--- src/rtl/uart_host_master.sv ---
`timescale 1ns/1ps
`default_nettype none
// ============================================================================
//  Module   : uart_host_master
//  Purpose  : Bus-side initiator for the UART core's parallel register port.
//             Turns a valid/ready byte stream into UART write strobes, polls
//             RXRDY to pull received bytes into a 2-deep valid/ready output
//             stream, and keeps sticky copies of the UART error flags.
//  Build    : define UART_HOST_MASTER_DROP_ERR_EN to discard received bytes
//             carrying a parity/framing error (counted in RX_DROP_CNT);
//             otherwise every byte is delivered with its RX_ERR tag.
//  Ports    : CLK, RESET_N (async, active-low)
//             TX_VALID/TX_DATA/TX_READY      - byte stream towards the UART
//             RX_VALID/RX_DATA/RX_ERR/RX_READY - byte stream from the UART
//             UART_CSN/WEN/OEN/WDATA         - strobes and data to the UART
//             UART_RDATA/TXRDY/RXRDY/PERR/FERR/OVF - UART read data/status
//             ERR_STATUS/ERR_CLR             - sticky {ovf, ferr, perr}
//             RX_DROP_CNT                    - saturating dropped-byte count
//  Revision : 1.0 - initial release
// ============================================================================
module uart_host_master #(
  parameter int WR_GAP = 2,
  parameter int RD_GAP = 2
) (
  input  logic       CLK,
  input  logic       RESET_N,
  input  logic       TX_VALID,
  input  logic [7:0] TX_DATA,
  output logic       TX_READY,
  output logic       RX_VALID,
  output logic [7:0] RX_DATA,
  output logic       RX_ERR,
  input  logic       RX_READY,
  output logic       UART_CSN,
  output logic       UART_WEN,
  output logic       UART_OEN,
  output logic [7:0] UART_WDATA,
  input  logic [7:0] UART_RDATA,
  input  logic       UART_TXRDY,
  input  logic       UART_RXRDY,
  input  logic       UART_PERR,
  input  logic       UART_FERR,
  input  logic       UART_OVF,
  output logic [2:0] ERR_STATUS,
  input  logic       ERR_CLR,
  output logic [7:0] RX_DROP_CNT
);

  typedef enum logic [2:0] {
    IDLE    = 3'd0,
    WR      = 3'd1,
    WR_HOLD = 3'd2,
    RD      = 3'd3,
    RD_HOLD = 3'd4
  } state_t;

  localparam logic [3:0] WR_GAP_CNT = 4'(WR_GAP);
  localparam logic [3:0] RD_GAP_CNT = 4'(RD_GAP);

  state_t     state;
  state_t     next_state;
  logic [3:0] gap_cnt;
  logic [3:0] next_gap_cnt;

  logic       rx_take;
  logic       tx_accept;
  logic       wr_cycle;
  logic       rd_cycle;
  logic       cap_err;
  logic       push;
  logic       pop;

  logic [1:0] rx_count;
  logic       wr_ptr;
  logic       rd_ptr;
  logic [7:0] rx_mem [2];
  logic [7:0] wdata;
  logic [2:0] err_status;

  // --------------------------------------------------------------------------
  // Arbitration: a pending received byte beats a pending transmit byte.
  // TX_READY is also gated by RESET_N so it reads 0 while reset is held even
  // though the state register already sits in IDLE.
  // --------------------------------------------------------------------------
  assign rx_take   = (state == IDLE) & UART_RXRDY & (rx_count != 2'd2);
  assign TX_READY  = RESET_N & (state == IDLE) & UART_TXRDY & ~rx_take;
  assign tx_accept = TX_VALID & TX_READY;

  // --------------------------------------------------------------------------
  // FSM
  // --------------------------------------------------------------------------
  always_ff @(posedge CLK or negedge RESET_N) begin
    if (!RESET_N) begin
      state   <= IDLE;
      gap_cnt <= 4'd0;
    end else begin
      state   <= next_state;
      gap_cnt <= next_gap_cnt;
    end
  end

  // Hold states last exactly GAP cycles, so consecutive accesses are spaced
  // GAP+2 cycles apart (strobe, GAP hold cycles, one IDLE decision cycle).
  always_comb begin
    next_state   = state;
    next_gap_cnt = gap_cnt;
    case (state)
      IDLE: begin
        if (rx_take) begin
          next_state = RD;
        end else if (tx_accept) begin
          next_state = WR;
        end
      end
      WR: begin
        next_state   = WR_HOLD;
        next_gap_cnt = WR_GAP_CNT;
      end
      WR_HOLD: begin
        next_gap_cnt = gap_cnt - 4'd1;
        if (gap_cnt <= 4'd1) begin
          next_state = IDLE;
        end
      end
      RD: begin
        next_state   = RD_HOLD;
        next_gap_cnt = RD_GAP_CNT;
      end
      RD_HOLD: begin
        next_gap_cnt = gap_cnt - 4'd1;
        if (gap_cnt <= 4'd1) begin
          next_state = IDLE;
        end
      end
      default: begin
        next_state   = IDLE;
        next_gap_cnt = 4'd0;
      end
    endcase
  end

  // Strobes decode straight from the state register, so an asynchronous
  // reset releases them immediately.
  assign wr_cycle   = (state == WR);
  assign rd_cycle   = (state == RD);
  assign UART_CSN   = ~(wr_cycle | rd_cycle);
  assign UART_WEN   = ~wr_cycle;
  assign UART_OEN   = ~rd_cycle;
  assign UART_WDATA = wdata;

  always_ff @(posedge CLK or negedge RESET_N) begin
    if (!RESET_N) begin
      wdata <= 8'h00;
    end else if (tx_accept) begin
      wdata <= TX_DATA;
    end
  end

  // --------------------------------------------------------------------------
  // Receive capture into the 2-entry buffer. Reads are only started with a
  // free entry, and the count cannot grow before the push, so a push never
  // meets a full buffer.
  // --------------------------------------------------------------------------
  assign cap_err = UART_PERR | UART_FERR;

`ifdef UART_HOST_MASTER_DROP_ERR_EN
  assign push = rd_cycle & ~cap_err;
`else
  assign push = rd_cycle;
`endif
  assign pop  = RX_VALID & RX_READY;

  always_ff @(posedge CLK or negedge RESET_N) begin
    if (!RESET_N) begin
      wr_ptr    <= 1'b0;
      rd_ptr    <= 1'b0;
      rx_count  <= 2'd0;
      rx_mem[0] <= 8'h00;
      rx_mem[1] <= 8'h00;
    end else begin
      if (push) begin
        rx_mem[wr_ptr] <= UART_RDATA;
        wr_ptr         <= ~wr_ptr;
      end
      if (pop) begin
        rd_ptr <= ~rd_ptr;
      end
      case ({push, pop})
        2'b10:   rx_count <= rx_count + 2'd1;
        2'b01:   rx_count <= rx_count - 2'd1;
        default: rx_count <= rx_count;
      endcase
    end
  end

  assign RX_VALID = (rx_count != 2'd0);
  assign RX_DATA  = rx_mem[rd_ptr];

`ifdef UART_HOST_MASTER_DROP_ERR_EN
  // Errored bytes never enter the buffer, so the tag is always clear.
  logic [7:0] drop_cnt;

  assign RX_ERR = 1'b0;

  // A drop in the same cycle as ERR_CLR still increments.
  always_ff @(posedge CLK or negedge RESET_N) begin
    if (!RESET_N) begin
      drop_cnt <= 8'h00;
    end else if (rd_cycle & cap_err) begin
      if (drop_cnt != 8'hFF) begin
        drop_cnt <= drop_cnt + 8'h01;
      end
    end else if (ERR_CLR) begin
      drop_cnt <= 8'h00;
    end
  end

  assign RX_DROP_CNT = drop_cnt;
`else
  logic rx_err_mem [2];

  always_ff @(posedge CLK or negedge RESET_N) begin
    if (!RESET_N) begin
      rx_err_mem[0] <= 1'b0;
      rx_err_mem[1] <= 1'b0;
    end else if (push) begin
      rx_err_mem[wr_ptr] <= cap_err;
    end
  end

  assign RX_ERR      = rx_err_mem[rd_ptr];
  assign RX_DROP_CNT = 8'h00;
`endif

  // --------------------------------------------------------------------------
  // Sticky error flags; a set in the same cycle as ERR_CLR survives.
  // --------------------------------------------------------------------------
  always_ff @(posedge CLK or negedge RESET_N) begin
    if (!RESET_N) begin
      err_status <= 3'b000;
    end else if (rd_cycle) begin
      err_status <= (ERR_CLR ? 3'b000 : err_status) | {UART_OVF, UART_FERR, UART_PERR};
    end else if (ERR_CLR) begin
      err_status <= 3'b000;
    end
  end

  assign ERR_STATUS = err_status;

endmodule
`default_nettype wire

--- config.mk ---
export PLATFORM = sky130hd
export DESIGN_NAME = uart_host_master
export DESIGN_NICKNAME = d
export VERILOG_FILES = /design/src/rtl/uart_host_master.sv
export SDC_FILE = /design/constraint.sdc
export NUM_CORES = 1
export LEC_CHECK = 0
export BUFFER_PORTS_ARGS = -buffer_cell sky130_fd_sc_hd__buf_2
export CAP_MARGIN = 20
export CORE_MARGIN = 2
export CORE_UTILIZATION = 50
export CTS_CLUSTER_DIAMETER = 120
export DETAILED_ROUTE_END_ITERATION = 8
export GPL_TIMING_DRIVEN = 0
export PLACE_DENSITY = 0.78
export SYNTH_ARGS = -nofsm -noshare
export SYNTH_HDL_FRONTEND = slang
export SYNTH_SLANG_ARGS = --single-unit
--- constraint.sdc ---
create_clock -name CLK -period 2.3 [get_ports CLK]
set_clock_uncertainty 0.2 [all_clocks]
set_input_delay 0.46 -clock CLK [delete_from_list [all_inputs] [get_ports CLK]]
set_output_delay 0.46 -clock CLK [all_outputs]
set_load 0.01 [all_outputs]
==> Word level (Yosys, flattened, before mapping) <==
Cells that the tools add are included.
{ "op_classes": {"addsub": 3, "mul": 0, "div_mod_pow": 0, "n_lt_le_gt_ge": 4, "n_eq_ne": 9, "shift": 0, "n_mux": 20, "bitwise_logic": 18, "n_reduce_logical": 7} }
{ "ops": {"columns": ["operator", "count"], "rows": [
  ["$mux 8", 4],
  ["$bwmux 16", 1],
  ["$mux 3", 5],
  ["$pmux 3 s4", 1],
  ["$pmux 4 s3", 1],
  ["$demux 8 s1", 1],
  ["$and 1x1->1", 7],
  ["$eq 3x2->1 const B", 2],
  ["$not 1->1", 6],
  ["$ge 2x2->1 const B", 2],
  ["$le 4x1->1 const B", 1],
  ["$mux 1", 4],
  ["$not 1->2", 2],
  ["$pmux 2 s2", 1],
  ["$reduce_bool 2->1", 2],
  ["$reduce_or 2->1", 2],
  ["$sub 4x1->4 const B", 1],
  ["$eq 3x1->1 const B", 1],
  ["$eq 3x3->1 const B", 1],
  ["$logic_not 3->1", 1],
  ["$ne 3x3->1 const B", 1],
  ["$or 3x3->3", 1],
  ["$add 2x1->2 const B", 1],
  ["$bwmux 2", 1],
  ["10 further kinds", 11]
]} }
{ "word_totals": {"register_bits": 40, "latch_bits": 0, "ramBits": 0, "rom_bits": 0, "inputBits": 26, "out_inout_bits": 33, "mem_count": 0} }

==> Longest topological paths before layout <==
Gate-level depths: netlist (run 1).
{ "logic_depth": {"depth_word": 9, "depth_mapped": 8, "ltp_nobuf": 7} }

==> Least setup slack after synthesis (run 1) <==
No wires, ideal clock.
{ "synth_path": {"path_type": "reg-to-reg", "from": "reg state[0]", "to": "reg rx_count[1]", "setup_time_ns": 0.079, "arrival_time_ns": 1.636, "t_required_ns": 2.021, "path_slack_ns": 0.385, "path_stages_with_launch": 8, "period_less_slack_ns": 1.915, "cell_sequence": "dfrtp_1 > buf_2 > nand2b_1 > nor2_1 > inv_1 > ha_1 > nor2_1 > xor2_1"} }
{ "synth_via": {"elab_chain_cells": 3} }
{ "synth_lines": {"columns": ["item", "line_no", "source"], "rows": [
  ["from (decl)", "60", "state_t state;"],
  ["from (signal assigned)", "97", "state <= next_state;"],
  ["$eq 3x2->1 *", "145", "assign rd_cycle = (state == RD);"],
  ["$eq 2x1->1 / $eq 2x2->1 (equally long branches)", "188", "case ({push, pop})"],
  ["$pmux 2 s2 / $reduce_bool 2->1 (equally long branches)", null, null],
  ["to (signal assigned)", "189", "2'b10: rx_count <= rx_count + 2'd1;"],
  ["to (signal assigned)", "190", "2'b01: rx_count <= rx_count - 2'd1;"],
  ["to (signal assigned)", "191", "default: rx_count <= rx_count;"],
  ["to (decl)", "73", "logic [1:0] rx_count;"]
]} }
Mark *: on every way between the ends. The rest lies on a longest branch, timed or not.
A chain may end at the register's enable or synchronous reset.

==> Final worst setup path (run 1) <==
{ "layout_path": {"from": "in RESET_N", "to": "out TX_READY"} }
{ "layout_via": {"elab_chain_cells": 3} }
{ "layout_lines": {"columns": ["item", "line_no", "source"], "rows": [
  ["from (decl)", "26", "input logic RESET_N,"],
  ["$and 1x1->1 (3 in a row)", "86", "assign TX_READY = RESET_N & (state == IDLE) & UART_TXRDY & ~rx_take;"],
  ["to (decl)", "29", "output logic TX_READY,"]
]} }
No other way between the ends.

==> metrics.md, run 1 <==
| Metric | Value |
|---|---|
| Status | completed |
| Post-CTS setup repair buffer count | 0 |
| Sequential area share after synthesis | 0.533 |
| Cells after Synth | between 100 and 150 |
| Setup violators final | 0 |
| Worst Path Arrival | about 1.5 ns |
| Slew headroom | 0.650 |
| Worst slew pin tran | around 0.52 ns |
| Largest net degree at the start of global routing | 41 |
| Max Cap Viol | 0 |
| Drc violations | 0 |
| Synthesized flop and latch total | 40 |
| Distinct cells, synth | 35 |
| Placed Cells | about 250 |
| Slew Viols, Final | 0 |
| Most common cell in the netlist | dfrtp_1 |
| Clock sinks | 40 |
| CTS max path bufs | 2 |
| Overflow after GRT | 0 |
| WL per Instance | between 10 and 15 um |
| Commonest cells post-synth | dfrtp_1 (40), mux2_2 (33), buf_4 (8), nor2_1 (8), inv_1 (6) |
| Worst Setup End Kind | primary output |
| Async set-reset flop share out of synthesis | 1.00 |
| CTS clock-pin slew for the worst setup and hold paths | 0.07 ns |
| CTS tree | yes |
| GRT met2 Usage | 0.301 |
| HPWL after detailed placement | between 2000 and 2500 um |
| Vias per inst | between 4 and 5 |
| DRT Pass-1 Iters | 4 |
| Port buffer count | 50 |
| Starting Density | 0.517 |
| Tcrit/Tclk final | 0.946 |
| Sequential cell area | between 1000 and 1500 sq um |
| Final hold vios | 0 |
| Met3 Use GR | 0.0565 |
| Post-Layout Cell Count | approximately 260 |
| Worst Setup Start Kind | primary input |
| Top cell type's share of synthesized area | 0.533 |
| Cts bufs inserted | 5 |
| RD Place Congestion | 0.679 |
| Post-layout net count | 243 |
| Fillers | 293 |
| Power density cells | about 1400 nW/um^2 |
| Share of cells above drive strength 1 | 0.512 |
| Final Util | 0.653 |
| Layout area overhead | 26.3% |
| Syn Std Cell Area | 1880 sq um |
| Main synth FF type | dfrtp_1 |
| Die area | between 4000 and 5000 sq um |
| Avg Inst Size Synth | 12.6 sq um |
| Root buffer selected by CTS | clkbuf_8 |
| Vias in the first global route | between 1000 and 1500 |
| Lkg Pwr | between 1 and 1.5 nW |
| DIE HEIGHT | 65.3 um |
| Top cells by area, synth | dfrtp_1 (53%), mux2_2 (20%), buf_4 (3.2%), ha_1 (2.0%), xor2_1 (1.9%) |
| Met1 Use GR | 0.210 |
| Top Usage Layer GRT | met2 |
| Starting DRT DRC Count | 43 |
| Initial antenna violation count | 0 |
| Area leader, netlist | dfrtp_1 |
| N_diodes | 0 |
| Post-DRT Antenna Nets | 0 |
| Clock Latency Late Sink | about 0.29 ns |
| DR vias | approximately 1300 |
| Total global-route track usage | 0.175 |
| HP Class | primary input to flop |
| Crit path kind | primary input to primary output |
| DRT Wirelength | roughly 3400 um |
| Multi-input gate area | 801 sq um |
| Post-synth EDFFs | 0 |
| I/O pin count | 59 |
| Unrepaired setup endpoints after global routing | no |
| Crit path time final | 2.18 ns |
| Rows | 22 |
| Worst-path maximum fanout | 3 |
| First-pass GRT wire length | roughly 5600 um |
| H-tree depth | 2 |
| FMAX | around 460 MHz |
| Synth warn | 0 |
| Core area | 3630 sq um |
| WHS | 0.189 ns |
| Peak supply drop | roughly 0.72 mV |
| Die W | ~65 um |
| Worst Path Required | ~1.6 ns |
## layout make-up
type,instances,area share
Sequential cell,40,0.422
Multi-Input combinational cell,97,0.338
Timing Repair Buffer,52,0.119
Clock buffer,7,0.0406
Buffer,12,0.0332
Tap cell,48,0.0253
Clock inverter,1,0.0127
Inverter,6,0.00949
## worst paths after layout
path	start	end	slack [ns]	depth (start not counted)
hold / removal	UART_OVF	ERR_STATUS[2]	0.19	2
max in group asynchronous	RESET_N	rx_mem[12]	1.20	3
setup / recovery	RESET_N	TX_READY	0.12	5
hold reg to reg	wr_ptr	wr_ptr	0.30	1
setup reg to reg	state[2]	UART_WDATA[0]	0.35	3
min in group asynchronous	RESET_N	rx_mem[9]	0.51	3
## critical path: stages
cell and delay (ns):
dlygate4sd3_1 0.53, buf_4 0.15, nand2_1 0.05, a211oi_1 0.16, buf_2 0.17
## through the flow
step                      area [sq um]  total power [W]  setup WS, ns  TNS [ns]
after floorplan                   1900          0.00228         0.385         0
after global placement            2210          0.00267        -0.385     -3.09
after detailed placement          2210          0.00273        -0.381     -3.00
after CTS                         2370          0.00336        0.0254         0
after global routing              2370          0.00358        0.0470         0
final                             2370          0.00333         0.125         0
## cells in the final DEF (no fill, tap or decap), types with 3 or more instances in the layout
master	netlist	final
inv_1	6	6
nand2_1	4	4
xor2_1	4	4
buf_2	3	52
nor2_1	8	7
conb_1	1	8
ha_1	3	3
clkbuf_8	0	7
nand2b_1	3	3
buf_4	8	9
dfrtp_1	40	40
or2_2	3	3
a21oi_1	5	5
mux2_2	33	33
a22o_1	3	3
## flip-flops by register name, indices dropped and copies added, names as in the netlist
name / cells
ERR_STATUS: 3
UART_WDATA: 8
gap_cnt: 4
rd_ptr: 1
rx_count: 2
rx_err_mem: 2
rx_mem: 16
state: 3
wr_ptr: 1
## layer usage
| metal | share of wire | wire length (um) |
|---|---|---|
| met1 | 0.44 | 1470 |
| met2 | 0.50 | 1680 |
| met3 | 0.052 | 174 |
| met4 | 0.0098 | 33 |
| met5 | 0 | 0 |
## power breakdown
part           leakage [nW]  switching (W)  internal [W]  total (W)
Combinational         0.623       0.000659      0.000770    0.00143
Sequential            0.485       0.000235       0.00105    0.00129
Clock                0.0645       0.000232      0.000383   0.000614
Total                  1.17        0.00113       0.00220    0.00333
## kinds of logic after synthesis
family	Yosys count	share of synthesized area
AOI/OAI and AO/OA	21	0.0859
other	1	0.00200
DFF	40	0.533
adders and majority gates	3	0.0200
muxes	34	0.203
and+or+nand+nor	25	0.0720
xor gates and xnor gates	6	0.0280
buffers and inverters	19	0.0560
## what timing repair did
action / 4_1_cts / 5_1_grt
endpoints found under the setup margin: 12 / 1
hold buffers: 2 / 0
resized for setup: 1 / 1
cloned: 0 / 0
endpoints found under the hold margin: 40 / 0
Note: power is estimated with default switching activity, not from simulation.
==> run 2, diff against run 1 <==
ABC_AREA = 1   (was not set)
CORE_UTILIZATION = 51   (was 50)
PLACE_DENSITY = 0.79   (was 0.78)
==> metrics.md, run 2 <==
| Metric | Value |
|---|---|
| Async set-reset flop share out of synthesis | 1.00 (unchanged) |
| Port buffer count | 50 (unchanged) |
| I/O pin count | 59 (unchanged) |
| Post-layout net count | 322 (+33%) |
| H-tree depth | 2 (unchanged) |
| Final hold vios | 0 (unchanged) |
| HPWL after detailed placement | 2650 um (+8.9%) |
| CTS max path bufs | 2 (unchanged) |
| Overall Power | 0.00318 W (-4.6%) |
| CP max-delay cell | dlygate4sd3_1 |
| CP delay by family, top | buffers and inverters |
| Share of cells above drive strength 1 | 0.320 (-0.192) |
| Power density cells | 1300 nW/um^2 (-7.3%) |
| WL per Instance | 11.0 um (-14%) |
| HP Class | primary input to flop |
| Vias in the first global route | 1539 (+19%) |
| Commonest non-fill, non-tap cell in the layout | nand2_1 |
| Fin area | 2440 sq um (+2.9%) |
| Slew Viols, Final | 0 (unchanged) |
| Core area | 3690 sq um (+1.5%) |
| Logic gate share of total power | 0.434 (+0.005) |
| Clock Latency Late Sink | 0.29 ns (about the same) |
| Reg with most FFs | rx_mem |
| Sequential area share after synthesis | 0.510 (-0.0234) |
| Area after DPL | 2300 sq um (+3.9%) |
| Top cells by area, synth | dfrtp_1 (51%), nand2_1 (14%), o21ai_2 (7.6%), inv_1 (6.5%), o21ai_0 (4.3%) |
| CP Buf/Inv Count | 3 (unchanged) |
| DRT Wirelength | 3770 um (+12%) |
| Synthesized flop and latch total | 40 (unchanged) |
| Worst Path Required | 1.64 ns (about the same) |
| Die W | 66.1 um (+1.2%) |
| Lkg Pwr | 1.38 nW (+18%) |
| RD Place Congestion | 0.809 (+19%) |
| Worst Setup End Kind | primary output |
| Max Cap Viol | 0 (unchanged) |
| Final Util | 0.662 (+0.00891) |
| Peak supply drop | 0.764 mV (+6.2%) |
| Area leader, netlist | dfrtp_1 |
| DRT Pass-1 Iters | 4 (unchanged) |
| FMAX | 451 MHz (-1.9%) |
| Crit path kind | primary input to primary output |
| DR vias | 1574 (+22%) |
| Sequential share of power | 0.390 (+0.004) |
| Switching share of power | 0.395 (+0.0565) |
| Die area | 4360 sq um (+2.4%) |
| Rows | 22 (unchanged) |
| Drc violations | 0 (unchanged) |
| Crit path time final | 2.22 ns (+0.0429 ns) |
| Tcrit/Tclk final | 0.964 (+0.0187) |
| Sw power | 0.00125 W (+11%) |
| CTS clock-pin slew for the worst setup and hold paths | 0.08 ns (about the same) |
| Crit path cell chain | dlygate4sd3_1, buf_4, nand2_1, nor3_1, buf_2 |
| Most frequent cells in the layout | nand2_1 (72), buf_2 (49), dfrtp_1 (40) |
| Worst-path maximum fanout | 3 (unchanged) |
| Syn Std Cell Area | 1960 sq um (+4.6%) |
| Setup violators final | 0 (unchanged) |
| Root buffer selected by CTS | clkbuf_8 |
| Starting DRT DRC Count | 77 (+79%) |
| Avg Inst Size Synth | 8.65 sq um (-31%) |
| Post-Layout Cell Count | 342 (+30%) |
| Clock sinks | 40 (unchanged) |
| Most common cell in the netlist | nand2_1 |
| Status | completed |
| Worst Setup Start Kind | primary input |
| Max reg flops | 16 (unchanged) |
| Worst stage delay on the critical path | 0.54 ns (about the same) |
| Layout area overhead | 24.3% |
| Commonest cells post-synth | nand2_1 (72), dfrtp_1 (40), inv_1 (34), o21ai_0 (17), o21ai_2 (17) |
| WHS | 0.191 ns (+0.00180 ns) |
| Post-synth EDFFs | 0 (unchanged) |
| Synth warn | 0 (unchanged) |
| Worst Path Arrival | 1.56 ns (+0.04 ns) |
| Post-CTS setup repair buffer count | 0 (unchanged) |
| Distinct cells, synth | 25 (-29%) |
| Vias per inst | 4.60 (-6.1%) |
| N_diodes | 0 (unchanged) |
| DIE HEIGHT | 66.1 um (+1.2%) |
| Overflow after GRT | 0 (unchanged) |
| CTS tree | yes |
| Main synth FF type | dfrtp_1 |
| Clock network power share | 0.176 (-0.009) |
| Total global-route track usage | 0.195 (+0.0201) |
| Power Internal | 0.00192 W (-13%) |
| Initial antenna violation count | 0 (unchanged) |
| Starting Density | 0.533 (+0.0157) |
| First-pass GRT wire length | 6330 um (+13%) |
| Post-DRT Antenna Nets | 0 (unchanged) |
| Unrepaired setup endpoints after global routing | no |
| Largest net degree at the start of global routing | 41 (unchanged) |
| Top cell type's share of synthesized area | 0.510 (-0.0234) |
| Cts bufs inserted | 5 (unchanged) |
| Cells after Synth | 227 (+52%) |
| Placed Cells | 332 (+31%) |
run 2: cell count changes in the layout (fill, tap and decap cells not counted), sizes merged, moves of 3 or more:
cell    previous run  this run
a22o               3         0
mux2              33         0
a211oi             3         0
inv                6        36
a21oi              5         2
nand2b             3         0
nand2              4        74
o21ai              1        34
run 2: cells by family (layout without fill, tap and decap cells):
kind of cell	after synthesis	in the layout	share of synthesized area
AO/OA/AOI/OAI	39	39	0.134
XOR/XNOR	4	4	0.0178
flip-flops	40	40	0.510
AND/OR/NAND/NOR	90	90	0.190
buffers and inverters	50	110	0.127
other	1	8	0.00191
adder cells (fa/ha/maj)	3	3	0.0191
run 2: worst paths after layout:
kind / startpoint / endpoint / slack (ns) / cells after the start
worst max-delay path: RESET_N / TX_READY / 0.08 / 5
worst min-delay path: ERR_CLR / ERR_STATUS[0] / 0.19 / 2
worst max register to register: state[1] / UART_WDATA[6] / 0.57 / 7
worst min register to register: UART_WDATA[2] / UART_WDATA[2] / 0.28 / 2
max in group asynchronous: RESET_N / rx_mem[13] / 1.20 / 3
min in group asynchronous: RESET_N / rx_mem[9] / 0.51 / 3
run 2: per-stage QoR:
step | TNS, ns | setup slack, ns
floorplan | 0 | 0.608
global placement | -0.609 | -0.171
detailed placement | -0.471 | -0.155
CTS | 0 | 0.0969
global route | 0 | 0.0333
finish | 0 | 0.0819
run 2: repair_timing:
item	4_1_cts	5_1_grt
resized for setup	1	0
endpoints found under the hold margin	40	0
endpoints found under the setup margin	1	0
hold buffers	2	0
run 2: layout make-up:
class,count,area [sq um]
fillers,330,1250
flip-flops and latches,40,1000
multi-input cells,144,741
repair buffers,52,283
inverters,37,139
plain buffers,13,110
clock buffers,6,72.6
well taps,48,60.1
clock inverters,2,35.0
run 2: metal layers:
metal | GRT usage | vias to the layer above | routed length [um]
li1 | - | 809 | -
met1 | 0.218 | 718 | 1630
met2 | 0.364 | 43 | 1940
met3 | 0.0307 | 4 | 155
met4 | 0.0842 | 0 | 41
met5 | 0 | - | 0
run 2: worst reg2reg max path: stages, from the launching register on:
cell	delay (ns)
dfrtp_1	0.46
nor2_2	0.21
nand2_2	0.15
nor2_2	0.13
nand3_2	0.15
buf_6	0.20
nand2_1	0.07
o21ai_2	0.05
run 2: power groups by stage:
| stage | Combinational, W | Clock, W | Sequential (W) |
|---|---|---|---|
| 2_1_floorplan | 0.000919 | 0 | 0.00125 |
| 3_3_place_gp | 0.00134 | 0 | 0.00123 |
| 3_5_place_dp | 0.00139 | 0 | 0.00125 |
| 4_1_cts | 0.00140 | 0.000570 | 0.00124 |
| 5_1_grt | 0.00158 | 0.000603 | 0.00128 |
| 6_report | 0.00138 | 0.000558 | 0.00124 |
==> run 3, diff against run 2 <==
CORE_UTILIZATION = 55   (was 51)
PLACE_DENSITY = 0.84   (was 0.79)
TNS_END_PERCENT = 20   (was not set)
clock period = 2.69 ns   (was 2.3 ns; I/O delays follow)
==> metrics.md, run 3 (synthesized netlist as in run 2, its figures left out) <==
| Metric | Value |
|---|---|
| Starting DRT DRC Count | 52 (-32%) |
| Post-layout net count | 320 (-0.62%) |
| Placed Cells | 330 (-0.60%) |
| Worst Path Required | 1.95 ns (+0.31 ns) |
| Failing checks | hold timing |
| Peak supply drop | 0.537 mV (-30%) |
| Die area | 4070 sq um (-6.8%) |
| Overall Power | 0.00254 W (-20%) |
| Tcrit/Tclk final | 0.852 |
| Initial antenna violation count | 0 (unchanged) |
| Post-CTS setup repair buffer count | 0 (unchanged) |
| I/O pin count | 59 (unchanged) |
| Status | complete, but fails checks |
| DR vias | 1582 (+0.51%) |
| Largest net degree at the start of global routing | 42 (+2.4%) |
| Clock Latency Late Sink | 0.34 ns (+0.05 ns) |
| HP Class | primary input to asynchronous set/reset pin |
| Setup violators final | 0 (unchanged) |
| Crit path time final | 2.29 ns |
| Overflow after GRT | 0 (unchanged) |
| Vias per inst | 4.68 (+1.7%) |
| Total global-route track usage | 0.203 (+0.00826) |
| Setup TNS | 0 ns (unchanged) |
| Worst Setup End Kind | primary output |
| Crit path kind | primary input to primary output |
| Root buffer selected by CTS | clkbuf_4 |
| Worst slew pin tran | ~0.54 ns |
| Post-Layout Cell Count | 338 (-1.2%) |
| Power density cells | 1070 nW/um^2 (-17%) |
| Worst-path maximum fanout | 41 (+38) |
| Die W | 63.8 um (-3.5%) |
| Share of cells above drive strength 1 | 0.322 (+0.00219) |
| CTS max path bufs | 2 (unchanged) |
| RD Place Congestion | 0.830 (+2.6%) |
| DRT Pass-1 Iters | 4 (unchanged) |
| Layout area overhead | 20.3% |
| Commonest non-fill, non-tap cell in the layout | nand2_1 |
| Slew headroom | 0.642 |
| Port buffer count | 50 (unchanged) |
| Max reg flops | 16 (unchanged) |
| CTS clock-pin slew for the worst setup and hold paths | 0.11 ns (+0.03 ns) |
| N_diodes | 0 (unchanged) |
| DRT Wirelength | 3610 um (-4.3%) |
| Lkg Pwr | 1.35 nW (-2.2%) |
| Cts bufs inserted | 5 (unchanged) |
| Slew Viols, Final | 0 (unchanged) |
| Vias in the first global route | 1555 (+1.0%) |
| Max Cap Viol | 0 (unchanged) |
| Rows | 21 (-4.5%) |
| WL per Instance | 10.7 um (-3.2%) |
| WHS | -0.00684 ns (-0.198 ns) |
| Most frequent cells in the layout | nand2_1 (72), buf_2 (49), dfrtp_1 (40) |
| Reg with most FFs | rx_mem |
| Clock sinks | 40 (unchanged) |
| HPWL after detailed placement | 2660 um (+0.38%) |
| First-pass GRT wire length | 6370 um (+0.54%) |
| FMAX | approximately 440 MHz |
| CTS tree | yes |
| H-tree depth | 2 (unchanged) |
| Starting Density | 0.580 (+0.0470) |
| DIE HEIGHT | 63.8 um (-3.5%) |
| CTS Hold Buffers Added | 0 (-2) |
| Final hold vios | 26 (+26) |
| Post-DRT Antenna Nets | 0 (unchanged) |
| Worst Path Arrival | 1.55 ns (about the same) |
| Core area | 3390 sq um (-8.1%) |
| Unrepaired setup endpoints after global routing | no |
| Worst Setup Start Kind | primary input |
| Drc violations | 0 (unchanged) |
==> run 3: per-stage QoR <==
stage          area, sq um  setup slack, ns   util
6_report              2360            0.399  0.697
5_1_grt               2360            0.209  0.697
4_1_cts               2360           0.0707  0.696
3_5_place_dp          2300           0.0825  0.678
3_3_place_gp          2300           0.0838  0.678
2_1_floorplan         1990            0.920      -
==> run 3: layout make-up <==
class | instances | area (sq um)
Timing Repair Buffer | 50 | 253
Inverter | 37 | 139
Clock buffer | 6 | 51.3
Clock inverter | 2 | 10.0
Buffer | 13 | 110
Tap cell | 46 | 57.6
Fill cell | 292 | 1030
Multi-Input combinational cell | 144 | 741
Sequential cell | 40 | 1000
==> run 3: final timing paths <==
kind                               start  slack (ns)  cells after the start            end
max in group asynchronous        RESET_N        1.94                      1  UART_WDATA[5]
min reg2reg                UART_WDATA[6]        0.29                      2  UART_WDATA[6]
max reg2reg                     state[1]        0.98                      7  UART_WDATA[5]
min in group CLK                UART_OVF        0.20                      3  ERR_STATUS[2]
max                              RESET_N        0.40                      4       TX_READY
min                              RESET_N      -0.007                      1  UART_WDATA[7]
==> run 3: critical path, stage by stage <==
cell	delay, ns
clkbuf_4	0.46
nand2_1	0.19
nor3_1	0.21
buf_2	0.15
==> run 3: layer usage <==
layer  wire length [um]  global-route usage  part of all wire  vias to the layer above
met5                  0                   0                 0                        -
met4                 46              0.0761             0.013                        0
met3                163              0.0546             0.045                        4
met2               1860               0.368              0.52                       40
met1               1530               0.227              0.43                      729
li1                   -                   -                 -                      809
==> run 3: power by group <==
group / leakage [nW] / internal [W] / total, W / switching [W]
sequential: 0.493 / 0.000882 / 0.00106 / 0.000174
combinational: 0.820 / 0.000480 / 0.00117 / 0.000688
clock: 0.0380 / 0.000124 / 0.000315 / 0.000190
total: 1.35 / 0.00149 / 0.00254 / 0.00105
==> run 3: timing repair <==
item,4_1_cts,5_1_grt
hold endpoints to repair,0,0
endpoints found under the setup margin,0,1
gates resized for setup,0,1
